[config.mk]
export PLATFORM = sky130hd
export DESIGN_NAME = demux_scan_sequencer
export DESIGN_NICKNAME = d
export VERILOG_FILES = /design/src/rtl/demux_pkg.sv /design/src/rtl/dwell_timer.sv /design/src/rtl/demux_scan_sequencer.sv
export SDC_FILE = /design/constraint.sdc
export NUM_CORES = 1
export LEC_CHECK = 0
export BUFFER_PORTS_ARGS = -buffer_cell sky130_fd_sc_hd__buf_2
export CORE_MARGIN = 4
export CORE_UTILIZATION = 61
export CTS_BUF_LIST = sky130_fd_sc_hd__clkbuf_16
export DETAILED_ROUTE_END_ITERATION = 8
export GPL_ROUTABILITY_DRIVEN = 0
export GPL_TIMING_DRIVEN = 0
export PLACE_DENSITY = 0.83
export SLEW_MARGIN = 10
export SYNTH_ARGS = -nofsm -noshare
export SYNTH_HDL_FRONTEND = slang
export SYNTH_SLANG_ARGS = --single-unit
[constraint.sdc]
create_clock -name clk -period 4.4 [get_ports clk]
set_input_delay 0.22 -clock clk [delete_from_list [all_inputs] [get_ports clk]]
set_output_delay 0.22 -clock clk [all_outputs]
set_load 0.02 [all_outputs]
[src/rtl/demux_pkg.sv]
// Shared definitions for the demux scan sequencer.
// Register map, CTRL bit positions and the scan FSM state type.
package demux_pkg;

    localparam int CH_W_DFLT    = 5;
    localparam int DWELL_W_DFLT = 8;

    localparam logic [1:0] REG_START = 2'd0;
    localparam logic [1:0] REG_STOP  = 2'd1;
    localparam logic [1:0] REG_DWELL = 2'd2;
    localparam logic [1:0] REG_CTRL  = 2'd3;

    localparam int CTRL_RUN    = 0;
    localparam int CTRL_SINGLE = 1;

    typedef enum logic [1:0] {
        ST_IDLE  = 2'd0,
        ST_ISSUE = 2'd1,
        ST_DWELL = 2'd2
    } scan_state_t;

endpackage

[src/rtl/dwell_timer.sv]
// Loadable down-counter that flags expiry once it reaches zero.
// Holds at zero until reloaded.
module dwell_timer
    import demux_pkg::*;
#(
    parameter int DWELL_W = DWELL_W_DFLT
) (
    input  logic               clk,
    input  logic               rst,
    input  logic               load,
    input  logic [DWELL_W-1:0] value,
    input  logic               enable,
    output logic               expired
);

    logic [DWELL_W-1:0] cnt_q;
    logic [DWELL_W-1:0] cnt_d;

    always_comb begin
        cnt_d = cnt_q;
        if (load) begin
            cnt_d = value;
        end else if (enable && (cnt_q != '0)) begin
            cnt_d = cnt_q - 1'b1;
        end
    end

    always_ff @(posedge clk) begin
        if (rst) begin
            cnt_q <= '0;
        end else begin
            cnt_q <= cnt_d;
        end
    end

    assign expired = (cnt_q == '0);

endmodule

[src/rtl/demux_scan_sequencer.sv]
// Channel scan sequencer: config registers plus an IDLE/ISSUE/DWELL FSM
// issuing channel requests over a registered valid/ready handshake.
module demux_scan_sequencer
    import demux_pkg::*;
#(
    parameter int CH_W    = CH_W_DFLT,
    parameter int DWELL_W = DWELL_W_DFLT
) (
    input  logic            clk,
    input  logic            rst,
    input  logic            cfg_we,
    input  logic [1:0]      cfg_addr,
    input  logic [7:0]      cfg_wdata,
    output logic            req_valid,
    output logic [CH_W-1:0] req_ch,
    input  logic            req_ready,
    output logic            busy,
    output logic            scan_done
);

    logic [CH_W-1:0]    start_q, start_d;
    logic [CH_W-1:0]    stop_q, stop_d;
    logic [DWELL_W-1:0] dwell_q, dwell_d;
    logic               run_q, run_d, run_wr;
    logic               single_q, single_d;
    scan_state_t        state_q, state_d;
    logic [CH_W-1:0]    cur_q, cur_d;
    logic               valid_q, valid_d;
    logic               done_q, done_d;
    logic               tmr_load;
    logic               tmr_exp;
    logic               hs;

    assign hs = valid_q & req_ready;

    always_comb begin
        start_d  = start_q;
        stop_d   = stop_q;
        dwell_d  = dwell_q;
        run_wr   = run_q;
        single_d = single_q;
        if (cfg_we) begin
            unique case (cfg_addr)
                REG_START: start_d = cfg_wdata[CH_W-1:0];
                REG_STOP:  stop_d  = cfg_wdata[CH_W-1:0];
                REG_DWELL: dwell_d = cfg_wdata[DWELL_W-1:0];
                REG_CTRL: begin
                    run_wr   = cfg_wdata[CTRL_RUN];
                    single_d = cfg_wdata[CTRL_SINGLE];
                end
                default: ;
            endcase
        end
    end

    // A same-cycle CTRL write is honoured via run_wr in ISSUE/DWELL.
    always_comb begin
        run_d    = run_wr;
        state_d  = state_q;
        cur_d    = cur_q;
        done_d   = 1'b0;
        tmr_load = 1'b0;
        unique case (state_q)
            ST_IDLE: begin
                if (run_q) begin
                    cur_d   = start_q;
                    state_d = ST_ISSUE;
                end
            end
            ST_ISSUE: begin
                if (hs) begin
                    if (!run_wr) begin
                        state_d = ST_IDLE;
                    end else begin
                        tmr_load = 1'b1;
                        state_d  = ST_DWELL;
                    end
                end
            end
            ST_DWELL: begin
                if (!run_wr) begin
                    state_d = ST_IDLE;
                end else if (tmr_exp) begin
                    if (cur_q == stop_q) begin
                        done_d = 1'b1;
                        if (single_d) begin
                            run_d   = 1'b0;
                            state_d = ST_IDLE;
                        end else begin
                            cur_d   = start_q;
                            state_d = ST_ISSUE;
                        end
                    end else begin
                        cur_d   = cur_q + 1'b1;
                        state_d = ST_ISSUE;
                    end
                end
            end
            default: state_d = ST_IDLE;
        endcase
        valid_d = (state_d == ST_ISSUE);
    end

    always_ff @(posedge clk) begin
        if (rst) begin
            start_q  <= '0;
            stop_q   <= '1;
            dwell_q  <= '0;
            run_q    <= 1'b0;
            single_q <= 1'b0;
            state_q  <= ST_IDLE;
            cur_q    <= '0;
            valid_q  <= 1'b0;
            done_q   <= 1'b0;
        end else begin
            start_q  <= start_d;
            stop_q   <= stop_d;
            dwell_q  <= dwell_d;
            run_q    <= run_d;
            single_q <= single_d;
            state_q  <= state_d;
            cur_q    <= cur_d;
            valid_q  <= valid_d;
            done_q   <= done_d;
        end
    end

    dwell_timer #(
        .DWELL_W (DWELL_W)
    ) u_dwell_timer (
        .clk     (clk),
        .rst     (rst),
        .load    (tmr_load),
        .value   (dwell_q),
        .enable  (state_q == ST_DWELL),
        .expired (tmr_exp)
    );

    assign req_valid = valid_q;
    assign req_ch    = cur_q;
    assign busy      = (state_q != ST_IDLE);
    assign scan_done = done_q;

endmodule

* After elaboration in Yosys (flattened, before gate mapping)
Index checks and enable logic that the tools add are counted.
** Word-level totals
- Bits in registers :: 37
- Input bits :: 14
- Output and inout bits :: 8
- Word-level logic and storage cells :: 69
** Cells by class
- Add/sub/neg operators :: 2
- Eq/ne operators :: 11
- Multiplexer cells :: 29
- Bitwise logic cells :: 4
- Reductions and logical operators :: 13
** Operators by type and width (number)
- 5-bit 2-to-1 mux :: 5
- 8-bit 2-to-1 mux :: 2
- 1-bit 2-to-1 mux :: 14
- 2-bit 2-to-1 mux :: 6
- 5-bit one-hot mux with 2 select lines :: 1
- 8-bit zero test :: 1
- 8-bit nonzero test :: 1
- 8-bit by 1-bit subtractor with 8-bit output (second input constant) :: 1
- 2-bit by 1-bit equality test with 1-bit output (second input constant) :: 3
- 2-bit equality test (second input constant) :: 3
- 2-bit inequality test (second input constant) :: 3
- 2-bit one-hot mux with 3 select lines :: 1
- 2-bit AND reduction :: 3
- 2-bit nonzero test :: 3
- 5-bit by 1-bit adder with 5-bit output (second input constant) :: 1
- 5-bit equality test :: 1
- 5-bit AND reduction :: 1
- 2-bit zero test :: 2
- 4-bit OR reduction :: 1
- 3-bit inequality test (second input constant) :: 1
- 1-bit inverter :: 3
- 1-bit bitwise AND :: 1
- 1-bit logical AND :: 1

* Logic depth before layout (Yosys ltp)
- Word-level depth :: 9
- Depth in mapped cells :: 7
- Mapped depth without buffers :: 7

* Modules after synthesis
A second synthesis with hierarchy kept.
** Unflattened totals
- Cell total of the unflattened synthesis :: 211
- Area total of the unflattened synthesis :: 1871.8 um2
** By module, submodules not included
- demux_scan_sequencer :: times used 1, cells each 152, area an instance 1356.3 um2, sequential area each 580.6 um2
- dwell_timer :: times used 1, cells each 59, area an instance 515.5 um2, sequential area each 160.2 um2

* Worst setup path after synthesis
Ideal clock, no wire load.
- Path type :: register to register
- Start :: reg u_dwell_timer.cnt_q[0]
- End :: reg cur_q[3], in the netlist req_ch[3]
- Setup time :: 0.130 ns
- Arrival time :: 1.714 ns
- Required time :: 4.270 ns
- Slack :: 2.556 ns
- Stages on the path, launching flop included :: 8
- Buffers on the path :: 0
- Period minus slack after synthesis :: 1.844 ns
- Cells stage by stage :: dfxtp_1 -> inv_1 -> ha_1 -> nor3b_1 -> nand4_2 -> a311o_2 -> a22oi_1 -> o32ai_1
** On the way
- Longest elaborated chain between the ends :: 3
** Ends and longest elaborated chain
- start, declared :: line dwell_timer.sv:16 : logic [DWELL_W-1:0] cnt_q;
- start signal, assigned :: line dwell_timer.sv:32 : cnt_q <= cnt_d;
- 8-bit zero test :: line dwell_timer.sv:36 : assign expired = (cnt_q == '0);
- 2-bit inequality test (no line)
- 5-bit AND reduction (no line)
- end signal, assigned :: line demux_scan_sequencer.sv:122 : cur_q <= cur_d;
- end, declared :: line demux_scan_sequencer.sv:27 : logic [CH_W-1:0] cur_q, cur_d;
No other way between the ends.
A chain may end at the register's enable or synchronous reset.

* Final worst setup path
- Start :: reg u_dwell_timer.cnt_q[0]
- End :: reg cur_q[2], in the netlist req_ch[2]
The elaborated chain is that of the path after synthesis.

==> key figures <==
Run
  – Maxcap violations: 0

Worst hold path
  – Hold Path Class: primary input to flip-flop

GRT
  – Initial antenna violation count: 0
  – First-pass GRT wire length: a little under 7000 um
  – Total track usage: 25.0%
  – Vias in the first global route: between 1.5k and 2k
  – Gr ovfl total: 0
  – Largest net degree at the start of global routing: 12

Floorplan
  – Die Wd: 61.8 um
  – Ports: 22
  – Die area: about 3800 um^2
  – Core Footprint: 2760 um^2
  – Die Height: 61.8 um
  – Num rows: 19
  – Initial core utilization: between 60% and 70%

Pwr
  – P_leak: 0.000875 uW
  – PD cells: ~380 nW/um^2
  – Overall Power: 784 uW
  – Maximum vdd drop: 0.457 mV

Placed design
  – DP Area: 1910 um^2
  – Count of input and output buffers: 21
  – Dpl hpwl: 3170 um
  – Post-placement setup slack: around 2.3 ns

Drt
  – Drt drc: 0
  – WL per Instance: 17.4 um
  – Final WL: 4340 um
  – Post-route ant nets: 0
  – Drt via density: around 6.3
  – Pre-antenna DRT Iters: 4
  – Via count: 1571
  – Initial DRC Count: 73

Logic synthesis
  – Yosys top cell by area: dfxtp_1
  – Sequential fraction of the synthesis area: 42.0%
  – Syn. warnings: 0
  – Mapped Area: ~1800 um^2
  – Most common flop cell mapped by yosys: dfxtp_1
  – Most common cell in the netlist: dfxtp_1
  – Register bit total from synthesis: 37
  – Syn_area_per_cell: 9.24 um^2
  – Syn_nets: ~210
  – Synth cell count leaders: dfxtp_1, nor2_1, mux2i_1, nand2_1, inv_1
  – Synth top area share: 42.0%
  – Fraction of registers with async set/reset: 0%
  – Cells after Synth: 191
  – EDFF count, synth: 0
  – Most area-consuming cells after synthesis: dfxtp_1, mux2i_1, nor2_1
  – Netlist cell types: 45

Critical path
  – CP startpoint kind: flip-flop
  – CP required: 4.55 ns
  – Critical path arrival: around 2.3 ns
  – Biggest cell delay along the critical path: 0.48 ns
  – Kind of critical path: flip-flop to flip-flop
  – Crit path max-delay cell type: a311o_2
  – Critical path buffer and inverter count: 1
  – Crit-path cells: inv_1 -> ha_1 -> nor3b_1 -> nand4_2 -> a311o_2 -> a22oi_1 -> o32ai_1
  – Top Family by Delay on Critical Path: compound AO/OA/AOI/OAI gates
  – CP max FO: 7
  – Crit. End Element: flip-flop

Clock network
  – Post-CTS setup buffer count: 0
  – Clk_lat worst skew: 0.28 ns
  – Max Buffers Root-to-Sink: 2
  – Root buffer cell: clkbuf_16
  – Clk pin slew, worst setup/hold paths: 0.05 ns
  – H-tree levels: 2
  – Cts hold-fix bufs: 0
  – CTS tree: done
  – Num CTS Buffers: 5
  – Clk sinks: 37
  – Post_cts resized: 0

Timing
  – Fin Setup TNS: 0 ns
  – Final Hold Vio Count: 0
  – Slew Viols, Final: 0
  – Relative slew margins: 34.5%
  – Worst slew pin tran: 0.981 ns
  – Final setup margin: around 2.3 ns
  – Fin crit period: approximately 2.1 ns
  – RSZ-0062 raised after global routing: false
  – Final setup vio count: 0
  – Final worst path period share: 47.7%
  – Worst clock skew: between 0.002 and 0.003 ns
  – Max Clk Rate: 477 MHz

Finish
  – Area grow syn2layout: 17.2%
  – Final core occ: 75.0%
  – Post-route cell area: just over 2000 um^2
  – Share of cells above drive strength 1: between 10% and 20%
  – ANT cells: 0
  – Post-layout net count: 236

Run status
  – Outcome: finished clean
## cell families (layout without fill, tap and decap cells)
kind of cell	after synthesis	in the layout	share of synthesized area [%]
compound gates	40	40	16.8
simple gates	65	65	18.8
xor+xnor	6	6	2.98
flops	37	37	42.0
fa+ha+maj	3	3	2.13
mux	24	24	13.9
buf+inv	16	44	3.47
## metal layers
metal / routed length (um) / GRT usage [%] / vias up
met4: 95 / 10.3 / 0
met5: 0 / 0 / -
met1: 1740 / 27.2 / 765
met3: 165 / 6.20 / 11
li1: - / - / 754
met2: 2330 / 46.0 / 41
## worst reg2reg max path: stages, from the launching register on
cell and delay (ns):
dfxtp_1 0.30, inv_1 0.12, ha_1 0.17, nor3b_1 0.35, nand4_2 0.22, a311o_2 0.48
a22oi_1 0.23, o32ai_1 0.10
## sequential cells by signal (all words and copies together), names as in the netlist
signal               flops
dwell_q                  8
req_ch                   5
req_valid                1
run_q                    1
scan_done                1
single_q                 1
start_q                  5
state_q                  2
stop_q                   5
u_dwell_timer.cnt_q      8
## power breakdown
group / internal, uW / switching [uW]
sequential: 343 / 5.77
clock: 263 / 127
combinational: 18.9 / 27.2
## cell type report
cell class	instances	area (um^2)
tap	31	38.8
buffer	5	20.0
clock inverter	2	35.0
multi-input combinational	138	963
clock buffer	5	125
timing repair buffer	21	105
fill	198	688
inverter	11	41.3
sequential	37	741
## path summary, 6_finish.rpt
check | start | end | slack (ns) | cells after the start
setup / recovery | u_dwell_timer.cnt_q[0] | req_ch[2] | 2.30 | 7
hold / removal | cfg_wdata[7] | dwell_q[7] | 0.18 | 3
setup reg to reg | u_dwell_timer.cnt_q[0] | req_ch[2] | 2.30 | 7
hold reg to reg | dwell_q[1] | dwell_q[1] | 0.50 | 2
## layout by cell type (no fill, tap or decap), drive strengths merged, types with 2 or more instances in the layout
master	count
a211oi	2
a21oi	10
a22oi	3
a311oi	2
a31oi	3
and2	2
buf	22
clkbuf	9
dfxtp	37
ha	3
inv	11
mux2i	23
nand2	16
nand3	4
nand3b	2
nand4b	2
nor2	25
nor3	4
nor3b	3
nor4	2
o21ai	6
o32ai	3
xor2	6
## stage by stage
step           cells  hold WS (ns)
6_report         250         0.182
5_1_grt          250         0.197
4_1_cts          250         0.183
3_5_place_dp     243         0.473
3_3_place_gp     243         0.452
2_1_floorplan    191         0.337
Note: power is estimated with default switching activity, not from simulation.
